File: src/rtl/rf_wport_arbiter_pkg.sv
// Shared types and constants for the register-file write-port arbiter.
package rf_wport_arbiter_pkg;

    localparam int DATA_WIDTH   = 32;
    localparam int REG_ID_WIDTH = 5;

    localparam logic [REG_ID_WIDTH-1:0] REG_ZERO = 5'd0;

    typedef struct packed {
        logic                    we;
        logic [REG_ID_WIDTH-1:0] rd_id;
        logic [DATA_WIDTH-1:0]   data;
    } wb_req_t;

endpackage

File: src/rtl/rf_wport_fifo.sv
// MDU result FIFO: circular pointers with a wrap bit, push into a full FIFO is
// legal only when a pop happens in the same cycle (caller guarantees this).
module rf_wport_fifo
    import rf_wport_arbiter_pkg::*;
#(
    parameter int DEPTH = 2
) (
    input  logic    clk,
    input  logic    rst_n,
    input  logic    i_push,
    input  wb_req_t i_din,
    input  logic    i_pop,
    output wb_req_t o_head,
    output logic    o_full,
    output logic    o_empty
);

    localparam int AW = $clog2(DEPTH);
    localparam logic [AW:0] PTR_ONE = {{AW{1'b0}}, 1'b1};

    logic [AW:0] r_wptr;
    logic [AW:0] r_rptr;
    wb_req_t     r_mem [DEPTH];

    always_ff @(posedge clk or negedge rst_n) begin
        if (!rst_n) begin
            r_wptr <= '0;
            r_rptr <= '0;
        end else begin
            if (i_push) r_wptr <= r_wptr + PTR_ONE;
            if (i_pop)  r_rptr <= r_rptr + PTR_ONE;
        end
    end

    // Storage is not reset; the pointers alone define which entries are live.
    always_ff @(posedge clk) begin
        if (i_push) r_mem[r_wptr[AW-1:0]] <= i_din;
    end

    assign o_head  = r_mem[r_rptr[AW-1:0]];
    assign o_empty = (r_wptr == r_rptr);
    assign o_full  = (r_wptr[AW] != r_rptr[AW]) && (r_wptr[AW-1:0] == r_rptr[AW-1:0]);

endmodule

File: src/rtl/rf_wport_arbiter.sv
// Shares the RF write port between WB (priority) and queued MDU results, keeps
// the MDU destination scoreboard and the starvation counter.
// Optional macro WB_ARB_BYPASS_EN: same-cycle MDU writeback when FIFO empty and WB idle.
module rf_wport_arbiter #(
    parameter int DEPTH        = 2,
    parameter int STARVE_LIMIT = 4,
    parameter int DATA_WIDTH   = 32
) (
    input  logic                  clk,
    input  logic                  rst_n,
    input  logic                  WB__ARB_regwrite,
    input  logic [4:0]            WB__ARB_rd_id,
    input  logic [DATA_WIDTH-1:0] WB__ARB_data,
    input  logic                  ID__ARB_mdu_issue,
    input  logic [4:0]            ID__ARB_mdu_rd_id,
    input  logic [4:0]            ID__ARB_rs1_id,
    input  logic [4:0]            ID__ARB_rs2_id,
    input  logic [4:0]            ID__ARB_rd_id,
    input  logic                  MDU__ARB_valid,
    input  logic [4:0]            MDU__ARB_rd_id,
    input  logic [DATA_WIDTH-1:0] MDU__ARB_data,
    output logic                  ARB__MDU_ready,
    output logic                  ARB__RF_we,
    output logic [4:0]            ARB__RF_rd_id,
    output logic [DATA_WIDTH-1:0] ARB__RF_data,
    output logic                  ARB__HZ_busy,
    output logic                  ARB__HZ_bubble
);

    import rf_wport_arbiter_pkg::*;

    localparam int CW = $clog2(STARVE_LIMIT + 1);
    localparam logic [CW-1:0] CNT_MAX = CW'(STARVE_LIMIT);
    localparam logic [CW-1:0] CNT_ONE = CW'(1);

    wb_req_t     w_head;
    wb_req_t     w_mdu_req;
    wb_req_t     w_wr;
    logic        w_full;
    logic        w_empty;
    logic        w_wb_win;
    logic        w_push;
    logic        w_pop;
    logic        w_bypass;
    logic [31:0] w_set;
    logic [31:0] w_clr;
    logic [31:0] w_sb_rd;

    logic [31:0]   r_sb;
    logic [CW-1:0] r_starve;

    assign w_mdu_req = '{we: 1'b1, rd_id: MDU__ARB_rd_id, data: MDU__ARB_data};

    always_comb begin
        w_wb_win = WB__ARB_regwrite && (WB__ARB_rd_id != REG_ZERO);
        w_pop    = !w_empty && !w_wb_win;
`ifdef WB_ARB_BYPASS_EN
        w_bypass = w_empty && !w_wb_win && MDU__ARB_valid;
`else
        w_bypass = 1'b0;
`endif
        w_push   = MDU__ARB_valid && !w_full && !w_bypass;

        // A popped or bypassed result to x0 is consumed without a write.
        w_wr = '0;
        if (w_wb_win)
            w_wr = '{we: 1'b1, rd_id: WB__ARB_rd_id, data: WB__ARB_data};
        else if (w_pop && (w_head.rd_id != REG_ZERO))
            w_wr = w_head;
        else if (w_bypass && (MDU__ARB_rd_id != REG_ZERO))
            w_wr = w_mdu_req;
    end

    always_comb begin
        w_set = '0;
        w_clr = '0;
        if (ID__ARB_mdu_issue && (ID__ARB_mdu_rd_id != REG_ZERO))
            w_set[ID__ARB_mdu_rd_id] = 1'b1;
        if (!w_wb_win && w_wr.we)
            w_clr[w_wr.rd_id] = 1'b1;
    end

    rf_wport_fifo #(.DEPTH(DEPTH)) u_fifo (
        .clk     (clk),
        .rst_n   (rst_n),
        .i_push  (w_push),
        .i_din   (w_mdu_req),
        .i_pop   (w_pop),
        .o_head  (w_head),
        .o_full  (w_full),
        .o_empty (w_empty)
    );

    always_ff @(posedge clk or negedge rst_n) begin
        if (!rst_n) begin
            r_sb     <= '0;
            r_starve <= '0;
        end else begin
            // Set is applied after clear so a same-index reissue stays pending.
            r_sb <= (r_sb & ~w_clr) | w_set;
            if (w_empty || w_pop)
                r_starve <= '0;
            else if (w_wb_win && (r_starve != CNT_MAX))
                r_starve <= r_starve + CNT_ONE;
        end
    end

    assign w_sb_rd = {r_sb[31:1], 1'b0};

    assign ARB__MDU_ready = !w_full;
    assign ARB__RF_we     = w_wr.we;
    assign ARB__RF_rd_id  = w_wr.rd_id;
    assign ARB__RF_data   = w_wr.data;
    assign ARB__HZ_busy   = w_sb_rd[ID__ARB_rs1_id] | w_sb_rd[ID__ARB_rs2_id] |
                            w_sb_rd[ID__ARB_rd_id];
    assign ARB__HZ_bubble = (r_starve >= CNT_MAX);

endmodule

File: config.mk
export PLATFORM = sky130hd
export DESIGN_NAME = rf_wport_arbiter
export DESIGN_NICKNAME = d
export VERILOG_FILES = /design/src/rtl/rf_wport_arbiter_pkg.sv /design/src/rtl/rf_wport_fifo.sv /design/src/rtl/rf_wport_arbiter.sv
export SDC_FILE = /design/constraint.sdc
export NUM_CORES = 1
export LEC_CHECK = 0
export BUFFER_PORTS_ARGS = -buffer_cell sky130_fd_sc_hd__clkbuf_2
export CAP_MARGIN = 20
export CORE_ASPECT_RATIO = 2
export CORE_MARGIN = 5
export CORE_UTILIZATION = 50
export CTS_CLUSTER_SIZE = 40
export DETAILED_ROUTE_END_ITERATION = 8
export PLACE_DENSITY = 0.87
export SLEW_MARGIN = 20
export SYNTH_ARGS = -nofsm -noshare
export SYNTH_HDL_FRONTEND = slang
export SYNTH_HIERARCHICAL = 1
export SYNTH_SLANG_ARGS = --single-unit
export TNS_END_PERCENT = 1
File: constraint.sdc
create_clock -name clk -period 4.14 [get_ports clk]
set_clock_uncertainty 0.1 [all_clocks]
set_input_delay 0.414 -clock clk [delete_from_list [all_inputs] [get_ports clk]]
set_output_delay 0.414 -clock clk [all_outputs]
set_load 0.005 [all_outputs]
==> impl_metrics.toml <==
[route]
wl_met2_um = 9472
routed_wl_um = 16650
drc = 0
topRoutingLayerUsed = "met4"
via_count = 4477
wl_met1_um = 5270
drt-pass1-iter-count = 5
drt-vias-per-instance = 6.141
drt-initial-drc-count = 246
antenna_left = 0
dr_wl_met3_um = 1148
avgRoutedWirePerCell_um = 22.84

[clock_network]
cts_root_buffer = "clkbuf_16"
ctsHtreeMaxLevel = 4
holdBufCountCts = 0
clk_path_buf_depth = 2
cts_setup_buffers = 0
ctsResizeCount = 0
insertion_delay_ns = 0.41
cts.sinks = 114
cts_tree = "done"
cts_buffers = 17
clkTransAtPathRegs_ns = 0.06

[pwr]
switchingPower_w = 0.001853
seq_power_share_pct = 36.2
combinationalPowerShare_pct = 35.6
power.share.clock_pct = 28.2
powerDensity_nw_per_um2 = 745.2
p_int_w = 0.003611
p_leak_nw = 3.052
max-vdd-ir-drop_uv = 681.1
switching_share_pct = 33.91

[place]
dp_hpwl_um = 12440
place_congestion = 1.050
pre_cts_ws_ns = 0.8912
numPortBuffers = 139

[synthesis]
syn_avg_cell_area_um2 = 13.73
yosysSeqAreaShare_pct = 54.15
synthCells = 435
async_flop_share_pct = 33.33
synth_xor_area_share_pct = 1.027
synthFlopType = "edfxtp_1"
synth_simple_gate_area_share_pct = 8.487
synth.area.mux_share_pct = 17.04
syn-cell-area_um2 = 5971
synth_cell_types = 51
synth_area_leaders = "edfxtp_1 38%, dfrtp_1 16%, mux2_4 9.6%, a22o_1 5.1%, o21ai_0 4.9%"
ys_warn_count = 6
yosys.area.top_type = "edfxtp_1"
synth_edf_count = 76
synth_top_family_by_area = "multiplexers"
synth_top_area_share_pct = 38.22
synth-compound-area-share_pct = 14.98
ys_seq_elements = 114
synthAdderAreaFrac_pct = 0.4191

[cells_and_area]
layout.nets = 672
layout_commonest_cell = "clkbuf_2"
n_fill_cell = 873
drive_gt1_share_pct = 41.61
area_growth_pct = 22.80
post-route-util_pct = 62.66
final_cell_mix = "139 x clkbuf_2, 76 x edfxtp_1, 59 x o21ai_0, 38 x mux2_4, 37 x dfrtp_1"
diodes = 0

[sta]
drv_slew = 0
worstMarginPinSlew_ns = 1.118
relSlewSlack_pct = 25.31
finalSetupTns_ns = 0
setup_violations = 0
rsz0062_at_grt = "no"
finalHoldViolCount = 0
period_share_pct = 89.32
timing.final.ws_setup_ns = 0.4422
timing.final.crit_period_ns = 3.698
timing.fmax_ghz = 0.2704

[setup_path]
start_kind = "flop"
cp-end-kind = "output pin"
r2r_slack_ns = 1.03
rr_worst_depth = 8
crit_type = "reg -> out"
worstPathMaxFanout = 37
crit_arrival_ns = 3.18
worstPathRequired_ns = 3.63

[grt]
grt_pass1_vias = 4810
antenna_found_initial = 0
grt_max_degree = 40
grt_overflow = 0
grt_pass1_wl_um = 25060
grt_use_total_pct = 23.71

[run]
drv_cap = 0

[min_path]
hp-class = "in -> async"

[floorplanning]
core_region_area_um2 = 11700
rows = 56
dieWidth_um = 87.27
die-area_um2 = 14360
initial_core_util_pct = 51.03
die_h_um = 164.5
io_pins = 140

[run_status]
status = "complete, no violations"
per-layer routing:
metal  vias to the layer above  GRT usage (%)
met4                         0          12.43
met5                         -              0
met2                       235          45.05
li1                       1995              -
met1                      2194          22.44
met3                        53          5.791
worst max-delay path: stages, from the launching register on:
cell and delay, ns:
dfrtp_2 0.48, buf_4 0.44, mux2_4 0.36, or4_1 0.54
o21a_2 0.50, a22o_1 0.32, clkbuf_2 0.12
through the flow:
step / total power, W / hold WS [ns] / instances / cell area (um^2)
CTS: 0.005472 / 0.06285 / 729 / 7331
finish: 0.005464 / 0.05536 / 729 / 7332
floorplan: 0.003328 / 0.01841 / 436 / 5974
detailed placement: 0.003891 / 0.3758 / 697 / 6698
global placement: 0.003775 / 0.3786 / 697 / 6698
global route: 0.005704 / 0.07831 / 729 / 7332
path summary, 6_finish.rpt:
check	start	to
worst max-delay path	u_fifo/r_rptr[0]$_DFFE_PN0P_	ARB__RF_data[18]
worst min-delay path	rst_n	r_sb[3]$_DFF_PN0_
worst max register to register	u_fifo/r_rptr[0]$_DFFE_PN0P_	r_sb[19]$_DFF_PN0_
worst min register to register	u_fifo/r_wptr[1]$_DFFE_PN0P_	u_fifo/r_wptr[1]$_DFFE_PN0P_
max in group asynchronous	rst_n	u_fifo/r_rptr[0]$_DFFE_PN0P_
min in group clk	MDU__ARB_data[19]	u_fifo/r_mem[0][19]$_DFFE_PP_
synthesized netlist by cell type, drive strengths merged (4+ instances only):
master,n
nand2,16
nand3b,4
buf,11
mux2i,12
nand3,13
edfxtp,76
o21ai,59
clkbuf,14
a22o,35
nor3,5
nor2b,13
a31oi,5
nand2b,7
dfrtp,38
nand4,4
mux2,41
o2111ai,5
inv,12
xor2,5
mux4,13
nor2,4
logic make-up after synthesis:
family	count (synthesis)
DFF	114
and+or+nand+nor	80
buffers and inverters	38
xor gates and xnor gates	7
adders and majority gates	2
muxes	66
other	1
AOI/OAI and AO/OA	127
sequential cells by signal, indices dropped and copies added (netlist names):
| name | cells |
|---|---|
| r_sb | 31 |
| r_starve | 3 |
| u_fifo/r_wptr | 2 |
| u_fifo/r_rptr | 2 |
| u_fifo/r_mem | 76 |
power groups by stage:
stage | sequential (W) | clock (W) | combinational [W]
after CTS | 0.00197 | 0.00156 | 0.00194
after global routing | 0.00201 | 0.00161 | 0.00208
after floorplan | 0.00185 | 0 | 0.00148
after detailed placement | 0.00199 | 0 | 0.00191
final | 0.00198 | 0.00154 | 0.00195
after global placement | 0.00194 | 0 | 0.00184
layout make-up:
cell class	count	area [um^2]	share of cell area, %
tap	145	181.4	2.474
timing repair buffer	141	710.7	9.693
clock inverter	14	203.9	2.782
multi-input combinational	284	2524	34.42
clock buffer	18	429.2	5.853
inverter	13	48.80	0.6655
sequential	114	3234	44.11
Power figures use the tool's default switching activity.
